### src/rtl/operand2_shift_ctrl.sv
// rtl/operand2_shift_ctrl.sv - operand2 decode and Rs fetch ahead of the Shifter
// Build macro OPERAND2_RRX_EN: immediate ROR #0 becomes RRX through the override path.
module operand2_shift_ctrl #(
  parameter int WIDTH  = 32,
  parameter int RS_LAT = 1
) (
  input  logic             clk,
  input  logic             reset_n,
  input  logic             in_valid,
  output logic             in_ready,
  input  logic             i_bit,
  input  logic [11:0]      operand2,
  input  logic [WIDTH-1:0] rm_data,
  input  logic             carry_in,
  output logic             rs_rd_en,
  output logic [3:0]       rs_addr,
  input  logic [WIDTH-1:0] rs_data,
  output logic             out_valid,
  input  logic             out_ready,
  output logic [1:0]       shift_type,
  output logic [4:0]       shift_num,
  output logic [WIDTH-1:0] shift_x,
  output logic             ovr_en,
  output logic [WIDTH-1:0] ovr_val
);

  typedef enum logic [1:0] {IDLE = 2'd0, RS_WAIT = 2'd1, OUT = 2'd2} state_t;

  state_t           state, state_nxt;
  logic [11:0]      op2_q;
  logic [WIDTH-1:0] rm_q;
  logic [1:0]       lat_cnt;
  logic             idle, reg_form, accept, rs_done, load;
  logic [11:0]      src_op2;
  logic [WIDTH-1:0] src_rm;
  logic             src_ibit;
  logic [4:0]       amt;
  logic [1:0]       typ;
  logic [7:0]       rs_amt;
  logic [1:0]       dec_type;
  logic [4:0]       dec_num;
  logic [WIDTH-1:0] dec_x, dec_ovr_val;
  logic             dec_ovr_en;

  assign idle     = (state == IDLE);
  assign reg_form = !i_bit && operand2[4];
  assign accept   = idle && in_valid;
  assign rs_done  = (state == RS_WAIT) && (lat_cnt == 2'(RS_LAT - 1));
  assign load     = (accept && !reg_form) || rs_done;

  // Immediate forms decode straight from the inputs; register shifts decode from the latched copy.
  assign src_op2  = idle ? operand2 : op2_q;
  assign src_rm   = idle ? rm_data : rm_q;
  assign src_ibit = idle && i_bit;
  assign amt      = src_op2[11:7];
  assign typ      = src_op2[6:5];
  assign rs_amt   = rs_data[7:0];

`ifdef OPERAND2_RRX_EN
  logic unused_rs_bits;
  assign unused_rs_bits = &{1'b0, rs_data[WIDTH-1:8]};
`else
  logic unused_rs_bits;
  assign unused_rs_bits = &{1'b0, rs_data[WIDTH-1:8], carry_in};
`endif

  always_comb begin
    dec_type    = typ;
    dec_num     = 5'd0;
    dec_x       = src_rm;
    dec_ovr_en  = 1'b0;
    dec_ovr_val = '0;
    if (src_ibit) begin
      dec_type = 2'b11;
      dec_num  = {src_op2[11:8], 1'b0};
      dec_x    = {{(WIDTH-8){1'b0}}, src_op2[7:0]};
    end else if (!src_op2[4]) begin
      dec_num = amt;
      if (amt == 5'd0) begin
        case (typ)
          2'b00: dec_ovr_en = 1'b0;
          2'b01: dec_ovr_en = 1'b1;
          2'b10: begin
            dec_ovr_en  = 1'b1;
            dec_ovr_val = {WIDTH{src_rm[WIDTH-1]}};
          end
          2'b11: begin
`ifdef OPERAND2_RRX_EN
            dec_ovr_en  = 1'b1;
            dec_ovr_val = {carry_in, src_rm[WIDTH-1:1]};
`else
            dec_ovr_en  = 1'b0;
`endif
          end
          default: dec_ovr_en = 1'b0;
        endcase
      end
    end else begin
      dec_num = rs_amt[4:0];
      if (rs_amt == 8'd0) begin
        dec_type = 2'b00;
      end else if (rs_amt[7:5] != 3'd0) begin
        // ROR by 32 or more is just ROR by the low five bits, so only the other three override.
        case (typ)
          2'b00, 2'b01: dec_ovr_en = 1'b1;
          2'b10: begin
            dec_ovr_en  = 1'b1;
            dec_ovr_val = {WIDTH{src_rm[WIDTH-1]}};
          end
          default: dec_ovr_en = 1'b0;
        endcase
      end
    end
  end

  always_ff @(posedge clk or negedge reset_n) begin
    if (!reset_n) begin
      state <= IDLE;
    end else begin
      state <= state_nxt;
    end
  end

  always_comb begin
    state_nxt = state;
    case (state)
      IDLE:    if (in_valid) state_nxt = reg_form ? RS_WAIT : OUT;
      RS_WAIT: if (rs_done) state_nxt = OUT;
      OUT:     if (out_ready) state_nxt = IDLE;
      default: state_nxt = IDLE;
    endcase
  end

  always_comb begin
    in_ready  = idle;
    out_valid = (state == OUT);
    rs_rd_en  = reset_n && accept && reg_form;
    rs_addr   = rs_rd_en ? operand2[11:8] : 4'd0;
  end

  always_ff @(posedge clk or negedge reset_n) begin
    if (!reset_n) begin
      op2_q      <= 12'd0;
      rm_q       <= '0;
      lat_cnt    <= 2'd0;
      shift_type <= 2'd0;
      shift_num  <= 5'd0;
      shift_x    <= '0;
      ovr_en     <= 1'b0;
      ovr_val    <= '0;
    end else begin
      if (accept) begin
        op2_q <= operand2;
        rm_q  <= rm_data;
      end
      if (state == RS_WAIT) lat_cnt <= lat_cnt + 2'd1;
      else                  lat_cnt <= 2'd0;
      if (load) begin
        shift_type <= dec_type;
        shift_num  <= dec_num;
        shift_x    <= dec_x;
        ovr_en     <= dec_ovr_en;
        ovr_val    <= dec_ovr_val;
      end
    end
  end

endmodule

### config.mk
export PLATFORM = sky130hd
export DESIGN_NAME = operand2_shift_ctrl
export DESIGN_NICKNAME = d
export VERILOG_FILES = /design/src/rtl/operand2_shift_ctrl.sv
export SDC_FILE = /design/constraint.sdc
export NUM_CORES = 1
export LEC_CHECK = 0
export ABC_CLOCK_PERIOD_IN_PS = 3540
export CORE_ASPECT_RATIO = 0.75
export CORE_UTILIZATION = 48
export CTS_CLUSTER_DIAMETER = 50
export CTS_CLUSTER_SIZE = 20
export DETAILED_ROUTE_END_ITERATION = 7
export PLACE_DENSITY = 0.91
export SETUP_SLACK_MARGIN = 0.05
export SKIP_LAST_GASP = 1
export SYNTH_ARGS = -nofsm -noshare
export SYNTH_HDL_FRONTEND = slang
export SYNTH_SLANG_ARGS = --single-unit
### constraint.sdc
create_clock -name clk -period 3.54 [get_ports clk]
set_clock_uncertainty 0.15 [all_clocks]
set_input_delay 0.708 -clock clk [delete_from_list [all_inputs] [get_ports clk]]
set_output_delay 0.708 -clock clk [all_outputs]
set_load 0.05 [all_outputs]
Word level (Yosys, flattened, before mapping)
Cells that the tools add are included.
{"block": "word_totals", "register_bits": 120, "out_inout_bits": 79, "elab_cells": 66}
{"block": "classes", "n_addsub": 1, "eq_ne": 8, "muxes": 28, "reduce_logical": 20}
{"cell": "two-way mux 32 bit", "count": 8}
{"cell": "two-way mux 2 bit", "count": 8}
{"cell": "two-way mux 12 bit", "count": 1}
{"cell": "two-way mux 5 bit", "count": 2}
{"cell": "logical NOT 8 bit", "count": 1}
{"cell": "logical AND 1 bit", "count": 7}
{"cell": "== test 2 bit, second input constant", "count": 3}
{"cell": "logical NOT 2 bit", "count": 3}
{"cell": "two-way mux 1 bit", "count": 6}
{"cell": "case mux 2 bit (3 select lines)", "count": 1}
{"cell": "logical NOT 5 bit", "count": 1}
{"cell": "== test 2 x 1 -> 1 bit, second input constant", "count": 2}
{"cell": "two-way mux 4 bit", "count": 1}
{"cell": "inequality test 2 bit, second input constant", "count": 2}
{"cell": "OR reduction 2 bit", "count": 2}
{"cell": "AND reduction 3 bit", "count": 1}
{"cell": "nonzero test 3 bit", "count": 1}
{"cell": "OR reduction 3 bit", "count": 1}
{"cell": "adder 2 x 1 -> 2 bit, second input constant", "count": 1}
{"cell": "logical NOT 1 bit", "count": 2}
{"cell": "inequality test 2 x 1 -> 1 bit, second input constant", "count": 1}
{"cell": "case mux 1 bit (2 select lines)", "count": 1}
{"cell": "logical OR 1 bit", "count": 1}

Depth between registers and ports, before layout
Gate-level depths: netlist (run 1).
{"block": "depth", "word_depth": 9, "ltp_mapped": 10, "depth_no_buf": 7}

Least setup slack after synthesis (run 1)
No wires, ideal clock.
{"block": "synth_path", "path_type": "register -> output", "start": "register state[1]", "end": "output port rs_addr[0]", "arrival_ns": 2.327, "required_ns": 2.682, "setup_slack_ns": 0.355, "path_stages_with_launch": 9, "n_path_buf": 3, "cell_sequence": "dfrtp_1 > buf_6 > or2_1 > buf_6 > inv_4 > and2_1 > buf_4 > and3_1 > and2_1"}
{"block": "synth_between", "elab_chain_cells": 5}
{"element": "start, declared", "line": "29", "source": "state_t state, state_nxt;"}
{"element": "start signal, assigned", "line": "120", "source": "state <= state_nxt;"}
{"element": "logical NOT 2 bit", "line": "45", "source": "assign idle = (state == IDLE);"}
{"element": "net in_ready", "line": "10", "source": "output logic in_ready,"}
{"element": "logical AND 1 bit", "line": "47", "source": "assign accept = idle && in_valid;"}
{"element": "logical AND 1 bit (2 in a row)", "line": "137", "source": "rs_rd_en = reset_n && accept && reg_form;"}
{"element": "net rs_rd_en", "line": "15", "source": "output logic rs_rd_en,"}
{"element": "two-way mux 4 bit", "line": "138", "source": "rs_addr = rs_rd_en ? operand2[11:8] : 4'd0;"}
{"element": "end, declared", "line": "16", "source": "output logic [3:0] rs_addr,"}
The timed path passes the listed nets, and every way through them passes these cells.

==> impl_metrics.ini, run 1 <==
[outcome]
outcome = completed

[grt]
antenna_found_initial = 0
grt_pass1_vias = 3286
grt_pass1_wl_um = 16100
grt_max_degree = 68
grtUsageTotal = 0.217
grt_overflow = 0

[detailed_routing]
wirelength_um = 9870
wl_per_cell_um = 16.7
viasPerCell = 5.20
drc = 0
dr.pass1.iters = 4
vias = 3067
antenna_left = 0
drtIter0Drc = 131

[synthesis]
synthesis.area_um2 = 4420
synth_common_cells = 85 x dfrtp_1, 52 x mux2_2, 36 x buf_4
synth_most_common_cell = dfrtp_1
synth_seq_cells = 85
synth_top_cell_by_area = dfrtp_1
yosysSeqAreaShare = 0.481
synth.area.top_cells = dfrtp_1 48%, mux2_2 13%, mux2i_1 7.7%
async_reset_ff_frac = 1.00
synthCells = 377
synth_cell_types = 37
syn_avg_cell_area_um2 = 11.7
yosysWarnings = 0
synth_top_area_share = 0.481
synth_ff_type = dfrtp_1
syn_nets = 462
synth-edff-count = 0

[worst_setup_path]
r2r_cells = 5
crit_required_ns = 2.68
worstReg2RegEnd = shift_num[3]$_DFFE_PN0P_
crit_family = buffers and inverters
slowest_delay_ns = 0.97
r2r_slack_ns = 1.01
rr_startpoint = state[1]$_DFFE_PN0P_
crit_chain = clkdlybuf4s50_1
crit_path_start_kind = flip-flop
crit_path_end_kind = primary output
cp_slowest_cell = clkdlybuf4s50_1
crit_cells = 1
worst-path-buf-inv = 1
path_class = flip-flop to primary output
arrival_ns = 2.21
critPathMaxFanout = 33

[final_layout]
diodes = 0
fillers = 645
instances_no_fill = 590
fin_nets = 562
drive_gt1_frac = 0.199
utilization = 0.681
area_delta_synth_final_pct = 34.1

[clock_network]
cts_buffers = 9
cts_resized = 0
htreeDepth = 3
cts.hold.buffers_added = 0
root_buffer = clkbuf_16
cts_tree = done
clock_latency_ns = 0.33
path_clk_slew_ns = 0.06
cts_buffer_depth = 2
cts_setup_buffers = 0
cts.sinks = 85

[pwr]
p_per_area_nw_per_um2 = 809
leakagePower_uw = 0.00250
ir_drop_mv = 0.574

[floorplanning]
pin_count = 161
dieWidth_um = 113
rows = 29
core-area_um2 = 8710
die_h_um = 85.1
initial_core_util = 0.508
die_area_um2 = 9610

[timing]
drv_slew = 0
hold_viol = 0
setup_viol = 0
max_clock_freq_mhz = 326
worst_pin_slew_ns = 0.862
max_slew_margin = 0.425
period_minus_slack_ns = 3.07
fin_setup_tns_ns = 0
finalWorstSetupSlack_ns = 0.473
rsz0062_at_grt = no
fin_crit_sh = 0.866
hold_ws_ns = 0.280

[placement]
port_buffers = 135
dp_hpwl_um = 7070
post-place-ws_ns = 0.515
place_inst = 574
place_congestion = 0.776

[worst_hold_path]
min_to = lat_cnt[0]$_DFF_PN0_
worstHoldStart = lat_cnt[0]$_DFF_PN0_
holdPathStages = 1
hold_path.class = flip-flop to flip-flop

[flow_run]
maxCapViolations = 0
[worst max path at each step]
stage,start,to,slack [ns]
3_5_place_dp,operand2[4],rs_addr[1],0.52
6_report,ovr_val[30]$_DFFE_PN0P_,ovr_val[18],0.47
4_1_cts,ovr_val[30]$_DFFE_PN0P_,ovr_val[18],0.45
2_1_floorplan,state[1]$_DFFE_PN0P_,rs_addr[0],0.36
5_1_grt,ovr_val[30]$_DFFE_PN0P_,ovr_val[18],0.34
3_3_place_gp,operand2[4],rs_addr[0],0.54
[cell type report]
class / count / area (um^2) / share of cell area
multi-input combinational: 209 / 1800 / 0.303
clock inverter: 7 / 75.1 / 0.0127
timing repair buffer: 143 / 1460 / 0.246
clock buffer: 9 / 225 / 0.0380
inverter: 29 / 111 / 0.0188
tap: 108 / 135 / 0.0228
sequential: 85 / 2130 / 0.358
[cells by family after synthesis]
logic type / after synthesis / share of synthesized area
and+or+nand+nor: 62 / 0.0882
adders and majority gates: 3 / 0.00849
DFF: 85 / 0.481
buffers and inverters: 83 / 0.115
muxes: 98 / 0.247
AOI/OAI and AO/OA: 46 / 0.0608
[power breakdown]
| part | total, uW | switching, uW | leakage (uW) | internal [uW] |
|---|---|---|---|---|
| logic | 2320 | 1420 | 0.00133 | 899 |
| clock network | 933 | 384 | 0.000138 | 549 |
| registers | 1550 | 219 | 0.00103 | 1330 |
| total | 4800 | 2020 | 0.00250 | 2780 |
[registers in the layout, indices dropped and copies added (netlist names)]
| name | flops |
|---|---|
| shift_num | 5 |
| ovr_val | 1 |
| ovr_en | 1 |
| lat_cnt | 2 |
| state | 2 |
| shift_type | 2 |
| shift_x | 32 |
| rm_q | 32 |
| op2_q | 8 |
[metrics by stage]
stage               total power, uW  cell area (um^2)
finish                         4800              5930
floorplan                      3170              4420
global placement               3820              5630
CTS                            4840              5930
global route                   5030              5930
detailed placement             3890              5630
[cell usage in the layout (no fill, tap or decap), types with 3 or more instances in the layout]
master / instances
o21ai_0: 9
and2_1: 4
nor3b_1: 25
a21oi_1: 25
clkbuf_16: 9
inv_1: 28
buf_12: 5
mux2_4: 8
nand2_1: 10
a21o_1: 3
buf_4: 9
mux2_1: 4
ha_1: 3
clkdlybuf4s50_1: 129
mux2_2: 52
nand3_1: 3
dfrtp_1: 85
mux2i_1: 34
nor2_1: 6
clkinvlp_4: 3
[per-layer routing]
metal  track usage  part of all wire
met3        0.0450             0.037
met2         0.384              0.51
met1         0.269              0.44
met5             0                 0
met4        0.0622             0.014
(Power assumes the default switching activity.)
==> run 2: changes to the inputs <==
CORE_ASPECT_RATIO = 1.4   (was 0.75)
CORE_MARGIN = 8   (was not set)
GPL_ROUTABILITY_DRIVEN = 0   (was not set)
==> impl_metrics.ini, run 2 (synthesis results as in run 1) <==
[worst_setup_path]
crit_required_ns = 2.68
path_class = input port to primary output
crit_path_end_kind = primary output
critPathMaxFanout = 5
arrival_ns = 2.17
crit_path_start_kind = input port
cp_slowest_cell = clkdlybuf4s50_1
slowest_delay_ns = 0.57
crit_chain = clkdlybuf4s50_1 -> nor2b_4 -> and3_1 -> and2_1 -> buf_12

[timing]
rsz0062_at_grt = no
fin_setup_tns_ns = 0
worst_pin_slew_ns = 1.07
max_slew_margin = 0.284
fin_crit_sh = 0.856
drv_slew = 0
setup_viol = 0
max_clock_freq_mhz = 330
hold_viol = 0
period_minus_slack_ns = 3.03

[detailed_routing]
wl_met1_um = 4200
dr.pass1.iters = 4
top_layer_used = met4
vias = 3130
wl_met3_um = 866
wirelength_um = 10900
viasPerCell = 5.34
antenna_left = 0
wl_met2_um = 5580
wl_per_cell_um = 18.5
drc = 0
drtIter0Drc = 103

[pwr]
ir_drop_mv = 0.614
leakagePower_uw = 0.00251
power_uw = 4950
p_per_area_nw_per_um2 = 830

[clock_network]
path_clk_slew_ns = 0.06
cts_buffers = 9
cts.hold.buffers_added = 0
htreeDepth = 3
cts_tree = done
root_buffer = clkbuf_16
cts_setup_buffers = 0
cts_buffer_depth = 2
cts.sinks = 85
clock_latency_ns = 0.33
cts_resized = 0

[final_layout]
drive_gt1_frac = 0.194
final_common_cell = clkdlybuf4s50_1
layout_common_cells = 129 x clkdlybuf4s50_1, 85 x dfrtp_1, 52 x mux2_2
instances_no_fill = 586
fillers = 639
fin_nets = 560
fin_area_um2 = 5970
area_delta_synth_final_pct = 34.8
diodes = 0
reg_top3 = rm_q: 32 flops, shift_x: 32 flops, op2_q: 8 flops

[floorplanning]
rows = 41
die_area_um2 = 12600
dieWidth_um = 97.1
initial_core_util = 0.493
core-area_um2 = 8980
die_h_um = 130
pin_count = 161

[placement]
place_inst = 571
dp_hpwl_um = 7740
placed_area_um2 = 5630
port_buffers = 135

[outcome]
outcome = completed

[worst_hold_path]
hold_path.class = flip-flop to flip-flop

[grt]
grt_max_degree = 86
grt_pass1_vias = 3534
grtUsageTotal = 0.174
antenna_found_initial = 0
grt_pass1_wl_um = 17800
grt_overflow = 0

[flow_run]
maxCapViolations = 0
==> run 2: changes by cell type in the layout (fill, tap and decap cells not counted) <==
| cell | change |
|---|---|
| clkinv_4 | -1 |
| buf_4 | -3 |
| clkinvlp_4 | -2 |
| bufinv_16 | +2 |
| buf_12 | +1 |
==> run 2: per-stage QoR <==
| stage | utilization | worst slack [ns] | hold slack, ns |
|---|---|---|---|
| after floorplan | - | 0.355 | 0.257 |
| after global placement | 0.627 | 0.515 | 0.270 |
| after detailed placement | 0.627 | 0.494 | 0.276 |
| after CTS | 0.665 | 0.477 | 0.284 |
| after global routing | 0.665 | 0.353 | 0.296 |
| final | 0.665 | 0.510 | 0.286 |
==> run 2: cell type report <==
class | count | area (um^2) | area share
clock buffers | 9 | 225 | 0.0378
clock inverters | 6 | 111 | 0.0187
inverters | 29 | 111 | 0.0187
multi-input cells | 209 | 1800 | 0.302
flip-flops and latches | 85 | 2130 | 0.357
well taps | 107 | 134 | 0.0224
repair buffers | 141 | 1460 | 0.244
==> run 2: final timing paths <==
check	end	cells after the start	slack, ns	from
max	rs_addr[2]	5	0.51	operand2[4]
min	lat_cnt[0]$_DFF_PN0_	1	0.29	lat_cnt[0]$_DFF_PN0_
max reg2reg	shift_num[4]$_DFFE_PN0P_	5	1.01	state[1]$_DFFE_PN0P_
min reg2reg	lat_cnt[0]$_DFF_PN0_	1	0.29	lat_cnt[0]$_DFF_PN0_
max in group asynchronous	rm_q[6]$_DFFE_PN0N_	2	2.04	reset_n
min in group asynchronous	op2_q[11]$_DFFE_PN0N_	2	0.52	reset_n
==> run 2: critical path: cells and delay by family <==
family | cells | cell delay [ns]
simple gates | 3 | 0.74
buf+inv | 2 | 0.72
==> run 2: metal layers <==
layer  track usage  vias to the layer above
met1         0.182                     1554
met2         0.302                      110
met4        0.0708                        0
li1              -                     1452
met5             0                        -
met3        0.0740                       14
==> run 2: power by group <==
group	internal (uW)	total, uW	switching, uW
clock	686	1060	375
combinational	901	2330	1430
sequential	1330	1550	220
==> run 3: changes to the inputs <==
CORE_ASPECT_RATIO = 1.25   (was 1.4)
==> impl_metrics.ini, run 3 (synthesis results as in run 1) <==
[pwr]
ir_drop_mv = 0.547
leakagePower_uw = 0.00249
p_per_area_nw_per_um2 = 806
power_uw = 4790

[timing]
hold_viol = 0
drv_slew = 0
worst_pin_slew_ns = 1.05
max_slew_margin = 0.300
fin_crit_sh = 0.866
period_minus_slack_ns = 3.07
finalWorstSetupSlack_ns = 0.474
fin_setup_tns_ns = 0
rsz0062_at_grt = no
max_clock_freq_mhz = 326
setup_viol = 0

[worst_setup_path]
critPathMaxFanout = 5
rr_startpoint = state[1]$_DFFE_PN0P_
crit_path_start_kind = input port
cp_slowest_cell = clkdlybuf4s50_1
crit_path_end_kind = primary output
crit_chain = clkdlybuf4s50_1 -> nor2b_4 -> and3_1 -> and2_1 -> buf_12
crit_required_ns = 2.68
worst-path-buf-inv = 2
arrival_ns = 2.21
crit_family = buffers and inverters
crit_start = operand2[4]
slowest_delay_ns = 0.59
path_class = input port to primary output

[final_layout]
layout_common_cells = 129 x clkdlybuf4s50_1, 85 x dfrtp_1, 52 x mux2_2
reg_top3 = rm_q: 32 flops, shift_x: 32 flops, op2_q: 8 flops
final_common_cell = clkdlybuf4s50_1
area_delta_synth_final_pct = 34.2
fin_nets = 560
drive_gt1_frac = 0.196
fillers = 685
instances_no_fill = 603
utilization = 0.654
diodes = 0

[detailed_routing]
antenna_left = 0
vias = 3173
drc = 0
wirelength_um = 10800
dr.pass1.iters = 4
drtIter0Drc = 109
wl_per_cell_um = 18.0
viasPerCell = 5.26

[clock_network]
cts.hold.buffers_added = 0
cts_buffers = 9
cts_buffer_depth = 2
path_clk_slew_ns = 0.06
cts_resized = 0
root_buffer = clkbuf_16
htreeDepth = 3
cts_tree = done
cts_setup_buffers = 0
cts.sinks = 85
clock_latency_ns = 0.33

[placement]
port_buffers = 135
place_inst = 587
dp_hpwl_um = 7570
post-place-ws_ns = 0.486

[grt]
grtUsageTotal = 0.175
grt_pass1_wl_um = 17100
grt_max_degree = 86
grt_pass1_vias = 3394
antenna_found_initial = 0
grt_overflow = 0

[floorplanning]
core-area_um2 = 9080
die_area_um2 = 12600
initial_core_util = 0.487
dieWidth_um = 102
die_h_um = 123
pin_count = 161
rows = 39

[outcome]
outcome = completed

[worst_hold_path]
worstHoldStart = lat_cnt[0]$_DFF_PN0_
hold_path.class = flip-flop to flip-flop

[flow_run]
maxCapViolations = 0
[run 3: changes by cell type in the layout (fill, tap and decap cells not counted)]
cell       change
bufinv_16      -3
clkinv_4       +3
clkbuf_8       +1
[run 3: final cells by class]
class                   count  area [um^2]  share of cell area
repair buffers            141         1460               0.245
multi-input cells         209         1800               0.303
flip-flops and latches     85         2130               0.358
clock inverters             6         47.5             0.00801
clock buffers              10          239              0.0403
well taps                 123          154              0.0259
inverters                  29          111              0.0188
[run 3: worst paths after layout]
| check | to | slack [ns] | depth (start not counted) |
|---|---|---|---|
| max in group asynchronous | shift_x[6]$_DFFE_PN0P_ | 2.06 | 2 |
| hold / removal | lat_cnt[0]$_DFF_PN0_ | 0.29 | 1 |
| min in group asynchronous | op2_q[7]$_DFFE_PN0N_ | 0.53 | 2 |
| hold reg to reg | lat_cnt[0]$_DFF_PN0_ | 0.29 | 1 |
| setup / recovery | rs_addr[1] | 0.47 | 5 |
| setup reg to reg | shift_num[3]$_DFFE_PN0P_ | 0.94 | 5 |
[run 3: stage by stage]
stage / area [um^2] / hold slack [ns]
global route: 5940 / 0.315
CTS: 5940 / 0.290
floorplan: 4420 / 0.257
global placement: 5650 / 0.269
finish: 5940 / 0.292
detailed placement: 5650 / 0.272
[run 3: metal layers]
metal | global-route usage | vias up | routed length (um)
met1 | 0.195 | 1582 | 4310
met4 | 0.0598 | 0 | 157
met5 | 0 | - | 0
met2 | 0.294 | 120 | 5290
met3 | 0.0732 | 13 | 1090
li1 | - | 1458 | -
[run 3: power by group]
part	switching [uW]	internal, uW	leakage (uW)	total, uW
logic	1440	901	0.00133	2340
registers	221	1330	0.00103	1550
clock network	394	500	0.000139	894
total	2050	2730	0.00249	4790
